--- src/rtl/gf2_ge_array.sv ---
// Pipelined GF(2) Gaussian-elimination array: ROWS stages, each owning one basis slot.
// Optional GF2GE_DROP_CNT_EN adds a saturating count of rows that reduced to zero.
module gf2_ge_array #(
  parameter int ROWS = 4,
  parameter int COLS = 8
) (
  input  logic                       clk,
  input  logic                       rst,
  input  logic                       start,
  input  logic                       in_valid,
  output logic                       in_ready,
  input  logic                       in_last,
  input  logic [COLS-1:0]            in_row,
  output logic                       done,
  output logic [$clog2(ROWS+1)-1:0]  rank,
  output logic                       full_rank,
  output logic                       overflow,
  output logic                       out_valid,
  input  logic                       out_ready,
  output logic [COLS-1:0]            out_row,
  output logic [$clog2(COLS)-1:0]    out_pivot,
`ifdef GF2GE_DROP_CNT_EN
  output logic [7:0]                 drop_cnt,
`endif
  output logic                       out_used
);

  localparam int RW = $clog2(ROWS + 1);
  localparam int PW = $clog2(COLS);
  localparam int IW = (ROWS > 1) ? $clog2(ROWS) : 1;

  typedef enum logic [1:0] {StIdle, StLoad, StDrain, StRead} state_e;

  state_e          state_q, state_d;
  logic            done_q, done_d;
  logic [IW-1:0]   drain_cnt_q;
  logic [IW-1:0]   rd_idx_q;
  logic            overflow_q;

  logic [ROWS-1:0] p_vld_q;
  logic [COLS-1:0] p_res_q [ROWS];

  logic [ROWS-1:0] slot_used_q;
  logic [COLS-1:0] slot_row_q [ROWS];
  logic [PW-1:0]   slot_piv_q [ROWS];

  // Stage i output: feeds p(i+1), or the overflow check for the last stage.
  logic [ROWS-1:0] nxt_vld;
  logic [COLS-1:0] nxt_res [ROWS];
  logic [ROWS-1:0] store_en;
  logic [PW-1:0]   store_piv [ROWS];

  logic            clear;
  logic            accept;
  logic [RW-1:0]   rank_cnt;

  function automatic logic [PW-1:0] msb_idx(input logic [COLS-1:0] v);
    logic [PW-1:0] r;
    r = '0;
    for (int b = 0; b < COLS; b++) begin
      if (v[b]) r = PW'(b);
    end
    return r;
  endfunction

  assign clear  = (state_q == StIdle) && start;
  assign accept = (state_q == StLoad) && in_valid;

  always_comb begin
    for (int i = 0; i < ROWS; i++) begin
      nxt_vld[i]   = 1'b0;
      nxt_res[i]   = '0;
      store_en[i]  = 1'b0;
      store_piv[i] = msb_idx(p_res_q[i]);
      if (p_vld_q[i]) begin
        if (slot_used_q[i]) begin
          nxt_vld[i] = 1'b1;
          nxt_res[i] = p_res_q[i][slot_piv_q[i]] ? (p_res_q[i] ^ slot_row_q[i]) : p_res_q[i];
        end else if (|p_res_q[i]) begin
          store_en[i] = 1'b1;
        end
      end
    end
  end

  always_comb begin
    state_d = state_q;
    done_d  = 1'b0;
    unique case (state_q)
      StIdle:  if (start) state_d = StLoad;
      StLoad:  if (in_valid && in_last) state_d = StDrain;
      StDrain: begin
        if (drain_cnt_q == IW'(ROWS - 1)) begin
          state_d = StRead;
          done_d  = 1'b1;
        end
      end
      StRead:  if (out_ready && (rd_idx_q == IW'(ROWS - 1))) state_d = StIdle;
      default: state_d = StIdle;
    endcase
  end

  always_ff @(posedge clk or posedge rst) begin
    if (rst) begin
      state_q     <= StIdle;
      done_q      <= 1'b0;
      drain_cnt_q <= '0;
      rd_idx_q    <= '0;
      overflow_q  <= 1'b0;
      p_vld_q     <= '0;
      slot_used_q <= '0;
      for (int i = 0; i < ROWS; i++) begin
        p_res_q[i]    <= '0;
        slot_row_q[i] <= '0;
        slot_piv_q[i] <= '0;
      end
    end else begin
      state_q     <= state_d;
      done_q      <= done_d;
      drain_cnt_q <= (state_q == StDrain) ? drain_cnt_q + 1'b1 : '0;
      if (clear) begin
        rd_idx_q    <= '0;
        overflow_q  <= 1'b0;
        p_vld_q     <= '0;
        slot_used_q <= '0;
        for (int i = 0; i < ROWS; i++) begin
          slot_row_q[i] <= '0;
          slot_piv_q[i] <= '0;
        end
      end else begin
        if (state_q == StRead && out_ready) rd_idx_q <= rd_idx_q + 1'b1;
        p_vld_q[0] <= accept;
        p_res_q[0] <= in_row;
        for (int i = 0; i < ROWS - 1; i++) begin
          p_vld_q[i+1] <= nxt_vld[i];
          p_res_q[i+1] <= nxt_res[i];
        end
        for (int i = 0; i < ROWS; i++) begin
          if (store_en[i]) begin
            slot_used_q[i] <= 1'b1;
            slot_row_q[i]  <= p_res_q[i];
            slot_piv_q[i]  <= store_piv[i];
          end
        end
        if (nxt_vld[ROWS-1] && (|nxt_res[ROWS-1])) overflow_q <= 1'b1;
      end
    end
  end

`ifdef GF2GE_DROP_CNT_EN
  logic [7:0] drop_cnt_q, drop_cnt_d;
  logic [9:0] drop_sum;

  always_comb begin
    drop_sum = {2'b00, drop_cnt_q};
    for (int i = 0; i < ROWS; i++) begin
      if (p_vld_q[i] && !slot_used_q[i] && !(|p_res_q[i])) drop_sum = drop_sum + 10'd1;
    end
    drop_cnt_d = (drop_sum > 10'd255) ? 8'hFF : drop_sum[7:0];
  end

  always_ff @(posedge clk or posedge rst) begin
    if (rst)        drop_cnt_q <= '0;
    else if (clear) drop_cnt_q <= '0;
    else            drop_cnt_q <= drop_cnt_d;
  end

  assign drop_cnt = drop_cnt_q;
`endif

  always_comb begin
    rank_cnt = '0;
    for (int i = 0; i < ROWS; i++) rank_cnt = rank_cnt + RW'(slot_used_q[i]);
  end

  assign in_ready  = (state_q == StLoad);
  assign done      = done_q;
  assign rank      = rank_cnt;
  assign full_rank = (rank_cnt == RW'(ROWS));
  assign overflow  = overflow_q;
  assign out_valid = (state_q == StRead);
  assign out_row   = out_valid ? slot_row_q[rd_idx_q] : '0;
  assign out_pivot = out_valid ? slot_piv_q[rd_idx_q] : '0;
  assign out_used  = out_valid ? slot_used_q[rd_idx_q] : 1'b0;

endmodule

--- config.mk ---
export PLATFORM = sky130hd
export DESIGN_NAME = gf2_ge_array
export DESIGN_NICKNAME = d
export VERILOG_FILES = /design/src/rtl/gf2_ge_array.sv
export SDC_FILE = /design/constraint.sdc
export NUM_CORES = 1
export LEC_CHECK = 0
export CAP_MARGIN = 20
export CORE_ASPECT_RATIO = 1.1
export CORE_UTILIZATION = 25
export DETAILED_ROUTE_END_ITERATION = 6
export SYNTH_ARGS = -nofsm -noshare
export SYNTH_HDL_FRONTEND = slang
export SYNTH_SLANG_ARGS = --single-unit
--- constraint.sdc ---
create_clock -name clk -period 2.51 [get_ports clk]
set_input_delay 0.251 -clock clk [delete_from_list [all_inputs] [get_ports clk]]
set_output_delay 0.251 -clock clk [all_outputs]
set_load 0.1 [all_outputs]
# After elaboration in Yosys (flattened, before gate mapping)
# Index checks and enable logic that the tools add are counted.
word_totals:
  reg_bits: 92
  output_inout_bits: 20
  in_bits: 14
op_classes:
  addsub: 5
  n_lt_le_gt_ge: 6
  bitwise_logic: 5
  reduce_logical: 19
  eq_ne: 10
  n_mux: 107
op_table:
  columns: ["cell", "n"]
  rows:
  - ["$mux 8", 19]
  - ["$mux 3", 31]
  - ["$reduce_or 8->1", 5]
  - ["$mux 1", 38]
  - ["$mux 32", 1]
  - ["$xor 8x8->8", 4]
  - ["$bmux 8 s2", 1]
  - ["$lt 3x4->1 const B", 4]
  - ["$mux 2", 7]
  - ["$bmux 1 s3", 4]
  - ["$mux 12", 1]
  - ["$reduce_bool 2->1", 6]
  - ["$eq 2x2->1 const B", 4]
  - ["$mux 4", 2]
  - ["$pmux 2 s4", 1]
  - ["$bmux 3 s2", 1]
  - ["$logic_and 1x1->1", 6]
  - ["$add 2x1->2 const B", 2]
  - ["$ne 2x1->1 const B", 2]
  - ["$ne 2x2->1 const B", 2]
  - ["$reduce_and 4->1", 1]
  - ["$add 2x1->3", 1]
  - ["$add 3x1->3", 1]
  - ["$eq 3x3->1 const B", 1]
  - ["7 further kinds", 7]

# Longest topological paths before layout
# Gate-level depths: netlist of the first run.
depth:
  word_depth: 9
  ltp_mapped: 7
  mapped_depth_nobuf: 7

# Worst setup path after synthesis of the first run
# No wires, ideal clock.
synth_path:
  path_type: "register to output"
  from: "reg slot_used_q[0]"
  to: "out full_rank"
  n_path_buf: 0
  path_stages_with_launch: 7
  path_slack_ns: -1.983
  arrival_ns: 4.242
  t_required_ns: 2.259
  cell_sequence: "dfrtp_1 inv_1 fa_1 inv_1 ha_1 ha_1 nor3b_1"
synth_between:
  elab_chain_len: 4
synth_rtl:
  columns: ["element", "line", "rtl"]
  rows:
  - ["start: declaration", "43", "logic [ROWS-1:0] slot_used_q;"]
  - ["start signal: assignment", "111", "slot_used_q <= '0;"]
  - ["start signal: assignment", "125", "slot_used_q <= '0;"]
  - ["start signal: indexed assignment", "140", "slot_used_q[i] <= 1'b1;"]
  - ["$add 1x1->2", "173", "for (int i = 0; i < ROWS; i++) rank_cnt = rank_cnt + RW'(slot_used_q[i]);"]
  - ["$add 2x1->3", "173", null]
  - ["$add 3x1->3", "173", null]
  - ["via rank[2]", "15", "output logic [$clog2(ROWS+1)-1:0] rank,"]
  - ["$eq 3x3->1", "179", "assign full_rank = (rank_cnt == RW'(ROWS));"]
  - ["end: declaration", "16", "output logic full_rank,"]
# The timed path passes the listed nets, and every way through them passes these cells.

# Worst setup path after layout of the first run
layout_path:
  from: "reg slot_used_q[0]"
  to: "out full_rank"
layout_between:
  elab_chain_len: 4
layout_rtl:
  columns: ["element", "line"]
  rows:
  - ["$add 1x1->2", "173"]
  - ["$add 2x1->3", "173"]
  - ["$add 3x1->3", "173"]
  - ["$eq 3x3->1", "179"]
# Every way passes these cells.

==> results of run 1 <==
area by class of cell:
cell class,count,area (sq um),area share
clock buffer,11,243,0.0398
clock inverter,4,50.0,0.00820
inverter,31,120,0.0197
multi-input combinational,332,2470,0.406
sequential,92,2300,0.378
tap,247,309,0.0506
timing repair buffer,44,601,0.0984
state kept, by name (all words and copies together) (netlist names), 2 cells and up:
signal       cells
drain_cnt_q      2
p_res_q         32
p_vld_q          4
rd_idx_q         2
slot_piv_q      12
slot_row_q      32
slot_used_q      4
state_q          2
critical path: cells and delay by family (launching register included):
kind	cells	cell delay [ns]
DFF	1	0.43
and+or+nand+nor	1	0.21
buffers and inverters	3	0.32
adders and majority gates	3	0.87
metrics by stage:
stage,hold slack [ns],utilization,instances,instance area [sq um]
finish,0.349,0.317,761,6100
global route,0.412,0.317,761,6100
CTS,0.379,0.316,758,6080
detailed placement,0.424,0.301,743,5780
global placement,0.414,0.301,743,5780
floorplan,0.364,-,472,4980
synthesized netlist by cell type, types with 6 or more instances:
| cell type | instances |
|---|---|
| nand2_1 | 61 |
| a21oi_1 | 18 |
| inv_1 | 28 |
| clkbuf_1 | 9 |
| xor2_1 | 20 |
| mux2i_1 | 31 |
| dfrtp_1 | 92 |
| o21ai_1 | 18 |
| o21ai_0 | 6 |
| xnor2_1 | 6 |
| nor2_1 | 62 |
| o22ai_1 | 12 |
| and2_1 | 15 |
| ha_1 | 9 |
| nor3_1 | 8 |
| mux4_2 | 19 |
report_power, final:
group          switching (uW)  internal [uW]  leakage [uW]
Combinational            1120            698       0.00111
Clock                     579            793      0.000138
Sequential                253           1670       0.00125
layer usage:
layer,global-route usage,up-vias
li1,-,1710
met1,0.168,1877
met2,0.224,103
met3,0.0244,27
met4,0.0578,0
met5,0,-
repair_timing:
| action | 4_1_cts | 5_1_grt |
|---|---|---|
| buffers inserted | 0 | 3 |
| hold buffers | 0 | 0 |
| gates resized for setup | 1 | 1 |
| endpoints found under the setup margin | 1 | 1 |
logic make-up (layout without fill, tap and decap cells):
group	after synthesis	in the layout	share of synthesized area
and+or+nand+nor	165	165	0.150
DFF	92	92	0.466
adders and majority gates	10	10	0.0268
muxes	53	53	0.158
xor gates and xnor gates	26	26	0.0461
buffers and inverters	48	90	0.0415
AOI/OAI and AO/OA	78	78	0.112
worst paths after layout:
path	depth (start not counted)	slack, ns	start	to
min in group clk	1	0.43	drain_cnt_q[0]	drain_cnt_q[0]
max in group asynchronous	3	1.56	rst	slot_used_q[1]
setup / recovery	7	0.08	slot_used_q[0]	full_rank
hold reg to reg	1	0.43	drain_cnt_q[0]	drain_cnt_q[0]
setup reg to reg	4	0.60	p_res_q[19]	slot_row_q[17]
hold / removal	2	0.35	rst	p_res_q[28]
==> results_tabular.tex, run 1 <==
\begin{tabular}{lr}
\hline
Metric & Value \\
\hline
\multicolumn{2}{l}{\textbf{Global routing}} \\
GRT Total Usage & 0.134 \\
Antenna violations before repair & 0 \\
Overflow left after global routing & 0 \\
Largest net degree at the start of global routing & 43 \\
Number of global-route vias before repair & 3885 \\
First-pass GRT wire length & 20.9 mm \\
\multicolumn{2}{l}{\textbf{Worst setup path}} \\
Crit path kind & reg2out \\
Data arrival at the endpoint of the critical path & 2.18 ns \\
List of cells traversed by the critical path & inv\_1 -> fa\_1 -> inv\_2 -> ha\_4 -> ha\_4 -> nor3b\_4 -> buf\_12 \\
Crit end category & primary output \\
Largest stage delay on the critical path & 0.49 ns \\
CP startpoint kind & flop \\
Critical Path RT & 2.26 ns \\
Highest fanout seen on the critical path & 5 \\
Most frequent CP cell & ha\_4 \\
Max stage delay cell, worst path & fa\_1 \\
\multicolumn{2}{l}{\textbf{STA}} \\
Least-Margin Pin Slew & 0.924 ns \\
Final hold viol count & 0 \\
Slack of the critical path & 0.0839 ns \\
Setup Viol. Count Final & 0 \\
Accumulated negative setup slack & 0 ns \\
Unrepaired setup endpoints after global routing & no \\
Count of final max-slew check failures & 0 \\
Max-slew headroom & 0.384 \\
Period utilization & 0.967 \\
Clk\_skew & 0.00990 ns \\
Fmax & 0.412 GHz \\
Min Clock Period, post-route & 2.43 ns \\
\multicolumn{2}{l}{\textbf{Finish}} \\
Highest-count cells in the layout ignoring fill and taps & dfrtp\_1, nor2\_1, nand2\_1 \\
Most common cell after layout, fill and taps aside & dfrtp\_1 \\
Layout fillers & 1928 \\
Count of nets after finishing & 534 \\
Fraction of layout instances using a drive strength above 1 & 0.187 \\
Ant. Diodes & 0 \\
Area added between synthesis and finish & 23.5\% \\
\multicolumn{2}{l}{\textbf{Status}} \\
Violations in the final reports & design-rule violations \\
Status & finished, violations left \\
\multicolumn{2}{l}{\textbf{Floorplanning}} \\
Die height & 149 um \\
Core Rows & 53 \\
Chip width & 136 um \\
Top-level port count & 34 \\
Starting Density & 0.257 \\
Total die area & 20300 sq um \\
Core outline area & 19200 sq um \\
\multicolumn{2}{l}{\textbf{CTS}} \\
H-tree Lvls & 3 \\
TritonCTS buffer count & 9 \\
Clock Pin Slew Worst Setup and Hold Paths & 0.07 ns \\
Source-to-sink clock delay at the later pin of the worst-skew pair & 0.35 ns \\
CTS max path bufs & 2 \\
Clock sink count & 92 \\
Buffer type at the clock tree root & clkbuf\_16 \\
Clock tree from TritonCTS & yes \\
\multicolumn{2}{l}{\textbf{Synthesis}} \\
Share of the synthesized area in the top cell type & 0.466 \\
Number of distinct library cell variants in the gate-level netlist after synthesis & 43 \\
Number of standard cells after synthesis & 472 \\
Number of nets in the synthesized netlist & 496 \\
Post-synthesis area per instance & 10.5 sq um \\
Async set-reset flop share out of synthesis & 1.00 \\
Number of warning messages in the yosys log & 0 \\
Most common flop cell mapped by yosys & dfrtp\_1 \\
Number of flops mapped to enable cells by yosys & 0 \\
FF+latch count, synth & 92 \\
Cell type contributing the most total cell area after synthesis & dfrtp\_1 \\
Cell types occupying the most area after synthesis & dfrtp\_1, mux4\_2, mux2i\_1 \\
Synth Cell Area & 4940 sq um \\
Post-synthesis sequential area ratio & 0.466 \\
\multicolumn{2}{l}{\textbf{Pwr}} \\
Static Leakage & 0.00250 uW \\
Pwr/cell area & 837 nW/um\^{}2 \\
Post-route total power & 5110 uW \\
Peak ir drop on the vdd network & 0.000331 V \\
\multicolumn{2}{l}{\textbf{Routing}} \\
Via-per-instance ratio & 4.88 \\
Total Wirelength & 12.8 mm \\
Initial DRC count & 323 \\
Top Layer Used & met4 \\
Routed length per instance & 16.9 um \\
Iteration count of the initial detailed-routing pass & 7 \\
Wire length on met1 & 5.45 mm \\
Detailed route wirelength on metal2 & 6.35 mm \\
Sum of met3 wire segment lengths after detailed routing & 680 um \\
Number of vias after detailed routing & 3717 \\
\# DRC & 1 \\
Number of nets still failing antenna checks after routing & 0 \\
\multicolumn{2}{l}{\textbf{Run}} \\
Max\_cap viols & 0 \\
\multicolumn{2}{l}{\textbf{Placement}} \\
Port Buffer Count & 33 \\
Final HPWL from detailed placement & 9.19 mm \\
Post-placement setup slack & 0.354 ns \\
Routability congestion estimate & 0.887 \\
\multicolumn{2}{l}{\textbf{Hold path}} \\
Worst Hold Class & in2async \\
\hline
\end{tabular}
Power figures use the tool's default switching activity.
==> inputs of run 2 (changes only) <==
--- a/config.mk
+++ b/config.mk
@@ -7,6 +7,7 @@
 export LEC_CHECK = 0
 export CAP_MARGIN = 20
 export CORE_ASPECT_RATIO = 1.1
+export CORE_MARGIN = 1
 export CORE_UTILIZATION = 25
 export DETAILED_ROUTE_END_ITERATION = 6
 export SYNTH_ARGS = -nofsm -noshare
==> results of run 2 <==
Final layout, timing and power as in run 1 (identical DEF).
==> inputs of run 3 (changes only) <==
--- a/config.mk
+++ b/config.mk
@@ -10,6 +10,8 @@
 export CORE_MARGIN = 1
 export CORE_UTILIZATION = 25
 export DETAILED_ROUTE_END_ITERATION = 6
+export MAX_ROUTING_LAYER = met4
+export PLACE_DENSITY = 0.51
 export SYNTH_ARGS = -nofsm -noshare
 export SYNTH_HDL_FRONTEND = slang
 export SYNTH_SLANG_ARGS = --single-unit
==> results_tabular.tex, run 3 (same netlist as run 1, synthesis figures left out) <==
\begin{tabular}{lr}
\hline
Metric & Value \\
\hline
\multicolumn{2}{l}{\textbf{STA}} \\
Max-slew headroom & 0.353 (was 0.384) \\
Least-Margin Pin Slew & 0.970 ns (was 0.924 ns) \\
Clk\_skew & 0.00588 ns (was 0.00990 ns) \\
Worst hold slack across all endpoints & 0.258 ns (was 0.349 ns) \\
Accumulated negative setup slack & 0 ns (unchanged) \\
Fmax & 0.413 GHz (was 0.412 GHz) \\
Setup Viol. Count Final & 0 (unchanged) \\
Min Clock Period, post-route & 2.42 ns (was 2.43 ns) \\
Count of final max-slew check failures & 0 (unchanged) \\
Final hold viol count & 0 (unchanged) \\
Period utilization & 0.965 (was 0.967) \\
Unrepaired setup endpoints after global routing & no (unchanged) \\
\multicolumn{2}{l}{\textbf{CTS}} \\
Source-to-sink clock delay at the later pin of the worst-skew pair & 0.34 ns (was 0.35 ns) \\
Clock tree from TritonCTS & yes (unchanged) \\
Clock Pin Slew Worst Setup and Hold Paths & 0.06 ns (was 0.07 ns) \\
CTS max path bufs & 2 (unchanged) \\
Clock sink count & 92 (unchanged) \\
TritonCTS buffer count & 9 (unchanged) \\
H-tree Lvls & 3 (unchanged) \\
Buffer type at the clock tree root & clkbuf\_16 (unchanged) \\
\multicolumn{2}{l}{\textbf{Global routing}} \\
Overflow left after global routing & 0 (unchanged) \\
Number of global-route vias before repair & 3722 (was 3885) \\
GRT Total Usage & 0.139 (was 0.134) \\
Largest net degree at the start of global routing & 50 (was 43) \\
First-pass GRT wire length & 20.7 mm (was 20.9 mm) \\
Antenna violations before repair & 0 (unchanged) \\
\multicolumn{2}{l}{\textbf{Worst setup path}} \\
Highest fanout seen on the critical path & 5 (unchanged) \\
List of cells traversed by the critical path & inv\_1 -> fa\_1 -> inv\_2 -> ha\_4 -> ha\_4 -> nor3b\_4 -> buf\_12 (unchanged) \\
Max stage delay cell, worst path & fa\_1 (unchanged) \\
Crit path kind & reg2out (unchanged) \\
Most frequent CP cell & ha\_4 (unchanged) \\
Crit end category & primary output (unchanged) \\
Critical Path RT & 2.26 ns (about the same) \\
CP startpoint kind & flop (unchanged) \\
Data arrival at the endpoint of the critical path & 2.17 ns (was 2.18 ns) \\
Largest stage delay on the critical path & 0.52 ns (was 0.49 ns) \\
\multicolumn{2}{l}{\textbf{Finish}} \\
Most common cell after layout, fill and taps aside & dfrtp\_1 (unchanged) \\
Highest-count cells in the layout ignoring fill and taps & dfrtp\_1, nor2\_1, nand2\_1 (unchanged) \\
Layout fillers & 1968 (was 1928) \\
Largest registers in the final layout & p\_res\_q x32, slot\_row\_q x32, slot\_piv\_q x12 (unchanged) \\
Storage element area & 2300 sq um (about the same) \\
Count of nets after finishing & 534 (unchanged) \\
Ant. Diodes & 0 (unchanged) \\
Final instance area & 6110 sq um (was 6100 sq um) \\
Fraction of layout instances using a drive strength above 1 & 0.181 (was 0.187) \\
Area of the multi-input gates & 2470 sq um (unchanged) \\
Area added between synthesis and finish & 23.5\% (about the same) \\
\multicolumn{2}{l}{\textbf{Placement}} \\
Final HPWL from detailed placement & 9.38 mm (was 9.19 mm) \\
Port Buffer Count & 33 (unchanged) \\
Placement Cell Area & 5800 sq um (was 5780 sq um) \\
Routability congestion estimate & 0.885 (was 0.887) \\
\multicolumn{2}{l}{\textbf{Floorplanning}} \\
Core Rows & 53 (unchanged) \\
Starting Density & 0.257 (unchanged) \\
Core outline area & 19200 sq um (unchanged) \\
Total die area & 20300 sq um (unchanged) \\
Die height & 149 um (unchanged) \\
Chip width & 136 um (unchanged) \\
Top-level port count & 34 (unchanged) \\
\multicolumn{2}{l}{\textbf{Routing}} \\
Iteration count of the initial detailed-routing pass & 6 (was 7) \\
Number of vias after detailed routing & 3582 (was 3717) \\
Total Wirelength & 12.8 mm (unchanged) \\
\# DRC & 0 (was 1) \\
Via-per-instance ratio & 4.70 (was 4.88) \\
Initial DRC count & 261 (was 323) \\
Number of nets still failing antenna checks after routing & 0 (unchanged) \\
Routed length per instance & 16.8 um (was 16.9 um) \\
\multicolumn{2}{l}{\textbf{Status}} \\
Status & completed (was finished, violations left) \\
\multicolumn{2}{l}{\textbf{Pwr}} \\
Peak ir drop on the vdd network & 0.000297 V (was 0.000331 V) \\
Static Leakage & 0.00251 uW (was 0.00250 uW) \\
Pwr/cell area & 837 nW/um\^{}2 (about the same) \\
\multicolumn{2}{l}{\textbf{Run}} \\
Max\_cap viols & 0 (unchanged) \\
\multicolumn{2}{l}{\textbf{Hold path}} \\
Worst Hold Class & in2async (unchanged) \\
\hline
\end{tabular}
[run 3: cell types whose count changed in the layout (fill, tap and decap cells not counted), sizes merged]
| cell | before | now |
|---|---|---|
| clkinvlp | 3 | 1 |
| clkinv | 1 | 0 |
| clkbuf | 11 | 15 |
[run 3: through the flow]
stage | util | worst slack (ns) | power, uW | std cells
after floorplan | - | -0.123 | 3190 | 472
after global placement | 0.302 | 0.393 | 3740 | 745
after detailed placement | 0.302 | 0.400 | 3770 | 745
after CTS | 0.317 | 0.0162 | 5180 | 761
after global routing | 0.318 | 0.00123 | 5380 | 762
final | 0.318 | 0.0888 | 5110 | 762
[run 3: area by class of cell]
class,count,share of cell area
Sequential cell,92,0.377
Timing Repair Buffer,44,0.0984
Tap cell,247,0.0506
Inverter,31,0.0197
Clock buffer,15,0.0439
Clock inverter,1,0.00492
Multi-Input combinational cell,332,0.405
[run 3: final timing paths]
kind,depth (start not counted),slack (ns),to,start
hold / removal,2,0.26,p_res_q[21],rst
setup reg to reg,5,0.56,p_res_q[5],p_res_q[15]
max in group asynchronous,3,1.65,slot_used_q[1],rst
setup / recovery,7,0.09,full_rank,slot_used_q[1]
min in group clk,1,0.44,drain_cnt_q[0],drain_cnt_q[0]
hold reg to reg,1,0.44,drain_cnt_q[0],drain_cnt_q[0]
[run 3: repair_timing]
item | CTS | global route
buffers inserted | 0 | 1
hold buffers | 0 | 0
endpoints found under the setup margin | 0 | 1
gates resized for setup | 0 | 1
[run 3: metal layers]
metal	vias to the layer above	global-route usage	routed length, um
met5	-	-	0
met4	0	0.0606	329
met3	19	0.0234	691
met2	97	0.218	6150
met1	1768	0.176	5670
li1	1698	-	-
[run 3: worst max-delay path: cells and delay by family, from the launching register on]
family,cells,cell delay (ns)
adders and majority gates,3,0.90
DFF,1,0.41
buffers and inverters,3,0.32
and+or+nand+nor,1,0.20
[run 3: report_power, final]
part	total, uW	switching, uW	internal, uW	leakage (uW)
clock	1390	560	829	0.000144
sequential	1920	251	1670	0.00125
combinational	1800	1100	702	0.00111
total	5110	1910	3200	0.00251
==> variant 1, RTL diff (settings of run 2) <==
The parameter `COLS` goes from 8 to 16.
--- a/src/rtl/gf2_ge_array.sv
+++ b/src/rtl/gf2_ge_array.sv
@@ -4,3 +4,3 @@
   parameter int ROWS = 4,
-  parameter int COLS = 8
+  parameter int COLS = 16
 ) (
Ports: changed (resized in_row, out_pivot and out_row); port bits go from 34 to 51. The function was not compared with the original's and may differ.
==> variant 1 against run 2 <==
- core utilization shrank 0.61 points
- synthesized area grew 76%
- via count grew 78%
- highest routed layer unchanged
- final area grew 75%
- worst setup slack lost 0.090 ns
- clock skew is essentially flat
- sequential share of layout area shrank 0.24 points
- sequential cell count grew 68
- global-route usage grew 1.1 points
- routed wire length grew 94%
- die area grew 75%
- count of clock-buffer cells in the layout grew 7
- critical path type unchanged
- the run ends with design-rule violations, negative setup slack left
- register-to-register slack lost 0.48 ns
- power grew 72%
==> variant 1: results <==
metrics = {
    "routing": {
        "drcViolationCount": 7,
        "wl_met2_microns": 11600,
        "drt_first_iter_violations": 619,
        "met3_length_microns": 1180,
        "met1Wirelength_microns": 11600,
        "vias_per_cell": 4.89,
        "wirelength_microns": 24800,
        "vias": 6605,
    },
    "worst_setup_path": {
        "worstPathMaxFanout": 2,
        "reg2reg_from": "p_res_q[54]",
        "rrSetupSlack_ns": 0.12,
        "crit_arrival_ns": 2.27,
        "reg2reg_to": "slot_row_q[55]",
    },
    "placed_design": {
        "placedCellCount": 1319,
        "io_buffers": 50,
        "pre_cts_ws_ns": 0.155,
        "hpwl_microns": 17300,
        "place_area_sq_um": 10100,
        "gp_congestion": 0.840,
    },
    "sta": {
        "fin_skew_ns": 0.00987,
        "setup_viol": 1,
        "relSlewSlack_pct": 36.7,
        "fin_ws_ns": -0.00646,
    },
    "synthesis": {
        "synth.area.top_cells": "dfrtp_1 46%, mux4_2 9.8%, mux2i_1 8.0%",
        "seq_area_frac_synth_pct": 46.0,
        "syn_area_per_cell_sq_um": 10.2,
        "synthTopCellsByCount": "160 x dfrtp_1, 138 x nand2_1, 111 x nor2_1",
        "syn-num-nets": 882,
    },
    "finish": {
        "n_fill_cell": 3500,
        "antennaDiodeCount": 0,
        "reg_top3": "p_res_q x64, slot_row_q x64, slot_piv_q x16",
        "fin_util_pct": 31.1,
        "nets": 933,
        "drive_above_1_share_pct": 16.1,
    },
    "global_routing": {
        "use_met2_pct": 22.8,
        "grt_pass1_wl_microns": 39800,
        "grt_use_total_pct": 14.5,
        "grt_max_degree": 131,
        "met3_usage_pct": 2.37,
        "grt_pass1_vias": 6520,
    },
    "clocking": {
        "numCtsBuffers": 17,
        "clock_latency_ns": 0.44,
        "htreeDepth": 4,
    },
    "pwr": {
        "ir_worst_vdd_uv": 473,
        "p_leak_uw": 0.00435,
    },
    "outcome": {
        "run_status": "complete, but fails checks",
        "failed_checks": "design-rule violations, negative setup slack",
    },
}
-- variant 1: through the flow --
step	hold slack (ns)	setup TNS, ns
after floorplan	0.364	-0.0884
after global placement	0.416	0
after detailed placement	0.427	0
after CTS	0.205	-0.0320
after global routing	0.223	-0.0842
final	0.187	-0.00646
-- variant 1: area by class of cell --
type | instances | share of cell area, %
multi-input combinational | 613 | 41.6
sequential | 160 | 37.5
timing repair buffer | 80 | 9.64
tap | 438 | 5.14
clock buffer | 18 | 4.02
inverter | 29 | 1.06
clock inverter | 14 | 1.04
-- variant 1: where the power goes --
| part | internal [uW] | total (uW) | switching [uW] |
|---|---|---|---|
| registers | 2880 | 3410 | 523 |
| logic | 1160 | 2930 | 1770 |
| clock network | 1280 | 2460 | 1180 |
-- variant 1: kinds of logic after synthesis --
family,synth area share (%)
xor gates and xnor gates,6.54
DFF,46.0
and+or+nand+nor,15.0
adders and majority gates,1.52
muxes,18.3
buffers and inverters,4.05
AOI/OAI and AO/OA,8.58
-- variant 1: timing repair --
action	4_1_cts	5_1_grt
endpoints found under the hold margin	0	0
resized for setup	1	1
setup endpoints to repair	1	2
buffers inserted	1	0
-- variant 1: critical path, delay by kind of cell, from the launching register on --
kind	cells	cell delay (ns)
and+or+nand+nor	1	0.22
buffers and inverters	3	0.33
DFF	1	0.40
adders and majority gates	3	0.87
-- variant 1: how the worst min path moves through the flow --
stage / to / slack (ns) / cells past startpoint
detailed placement: drain_cnt_q[0] / 0.43 / 1
global route: p_res_q[34] / 0.22 / 2
global placement: drain_cnt_q[0] / 0.42 / 1
finish: p_res_q[34] / 0.19 / 2
floorplan: p_res_q[48] / 0.36 / 2
CTS: p_res_q[34] / 0.21 / 2
==> variant 2, RTL diff (settings of run 2) <==
Without the edit above. Re-encode `state_e` (4 states) as one-hot, 4 bits wide.
--- a/src/rtl/gf2_ge_array.sv
+++ b/src/rtl/gf2_ge_array.sv
@@ -31,3 +31,3 @@
 
-  typedef enum logic [1:0] {StIdle, StLoad, StDrain, StRead} state_e;
+  typedef enum logic [3:0] {StIdle = 4'b0001, StLoad = 4'b0010, StDrain = 4'b0100, StRead = 4'b1000} state_e;
 
Function: no difference found for any inputs over 4 cycles, from zero or initial values and one cycle with rst high; so few cycles prove little.
==> variant 2 against run 2 <==
- core utilization increased by 0.32 points
- worst hold slack worse by 0.098 ns
- worst setup slack got worse by 0.0083 ns
- sequential cell count is 2 higher
- final area is 4.3% higher
- routed wire length is 3.2% higher
- first-iteration DRC count fell by 6.8%
- global-route usage up 0.19 points
- synthesized area is 2.5% higher
- highest routed layer unchanged
- count of clock-buffer cells in the layout down 1
- power fell by 10%
==> variant 2: results <==
metrics = {
    "outcome": {
        "run_status": "finished, final reports clean",
    },
    "placed_design": {
        "hpwl_microns": 9410,
        "io_buffers": 33,
        "placedCellCount": 762,
        "place_area_sq_um": 6000,
        "gp_congestion": 0.791,
    },
    "global_routing": {
        "met3_usage_pct": 2.84,
        "grt_use_total_pct": 13.6,
        "grt_use_met1_pct": 18.7,
        "antenna_found_initial": 0,
        "grt_max_degree": 46,
        "grt_pass1_vias": 3693,
        "grt_pass1_wl_microns": 21300,
        "use_met2_pct": 21.2,
    },
    "routing": {
        "wl_per_cell_microns": 17.0,
        "drt_first_iter_violations": 301,
        "vias_per_cell": 4.78,
        "first_pass_iters": 5,
    },
    "worst_setup_path": {
        "max_stage_delay_ns": 0.53,
        "worstPathMaxFanout": 2,
        "reg2reg_to": "p_res_q[0]",
        "crit_slowest_cell": "fa_1",
        "rrSetupSlack_ns": 0.51,
        "crit_family": "adder cells",
        "r2r_cells": 4,
        "reg2reg_from": "state_q[0]",
        "crit_arrival_ns": 2.18,
    },
    "synthesis": {
        "synthTopCellsByCount": "93 x dfrtp_1, 63 x nor2_1, 62 x nand2_1",
        "synthArstFlopShare_pct": 100,
        "seq_area_frac_synth_pct": 46.5,
        "synth.distinct_cells": 48,
        "syn-num-nets": 502,
        "yosysWarningCount": 0,
        "syn_area_per_cell_sq_um": 10.5,
        "synth_ff_type": "dfrtp_1",
        "synth.area.top_cells": "dfrtp_1 46%, mux4_2 8.4%, mux2i_1 6.3%",
    },
    "finish": {
        "drive_above_1_share_pct": 22.7,
        "nets": 542,
        "fin_cells": 780,
        "antennaDiodeCount": 0,
    },
    "clocking": {
        "cts_root_buf": "clkbuf_16",
        "htreeDepth": 3,
        "path_clk_slew_ns": 0.07,
        "numCtsBuffers": 9,
        "clock_latency_ns": 0.35,
    },
    "sta": {
        "fin_skew_ns": 0.00690,
        "hold_ws_ns": 0.251,
        "tightest_slew_ns": 0.497,
    },
    "pwr": {
        "ir_worst_vdd_uv": 676,
        "p_leak_uw": 0.00259,
    },
    "worst_hold_path": {
        "hold_class": "primary input to asynchronous set/reset pin",
    },
}
variant 2: routing by layer:
layer / routed length [microns] / vias up
li1: - / 1749
met1: 5900 / 1884
met5: 0 / -
met2: 6430 / 85
met4: 179 / 0
met3: 732 / 10
variant 2: report_power, final:
| part | total [uW] | switching [uW] | internal (uW) |
|---|---|---|---|
| logic | 1060 | 636 | 429 |
| registers | 1890 | 235 | 1660 |
| clock network | 1620 | 622 | 1000 |
| total | 4580 | 1490 | 3090 |
variant 2: worst reg2reg max path: cells and delay by family (launching register included):
kind	cells	cell delay, ns
and+or+nand+nor	3	1.08
DFF	1	0.61
AOI/OAI and AO/OA	1	0.16
variant 2: repair_timing:
action	CTS	global route
setup buffers	0	2
gates resized for setup	1	0
endpoints found under the setup margin	1	1
endpoints found under the hold margin	0	0
variant 2: layout make-up:
cell class,instances,area (sq um)
Clock buffer,10,239
Clock inverter,6,109
Fill cell,2028,13500
Inverter,26,101
Multi-Input combinational cell,343,2570
Sequential cell,94,2350
Tap cell,252,315
Timing Repair Buffer,49,676
variant 2: cells by family after synthesis:
logic type / count (synthesis) / share of synthesized area, %
AO/OA/AOI/OAI: 76 / 11.2
buffers and inverters: 46 / 4.05
adder cells (fa/ha/maj): 5 / 1.38
XOR/XNOR: 26 / 4.49
multiplexers: 54 / 15.7
AND/OR/NAND/NOR: 182 / 16.8
flip-flops: 94 / 46.5
variant 2: worst max path at each step:
stage,startpoint,end,cells after the start
floorplan,slot_used_q[0],full_rank,6
CTS,slot_used_q[1],full_rank,7
global route,slot_used_q[0],full_rank,7
finish,slot_used_q[0],full_rank,7
detailed placement,slot_used_q[1],full_rank,7
global placement,slot_used_q[1],full_rank,7
variant 2: stage by stage:
stage,TNS (ns),util [%],worst slack [ns]
2_1_floorplan,-0.182,-,-0.182
3_3_place_gp,0,30.2,0.340
3_5_place_dp,0,30.2,0.346
4_1_cts,0,32.0,0.0187
5_1_grt,0,32.0,0.00109
6_report,0,32.0,0.0757
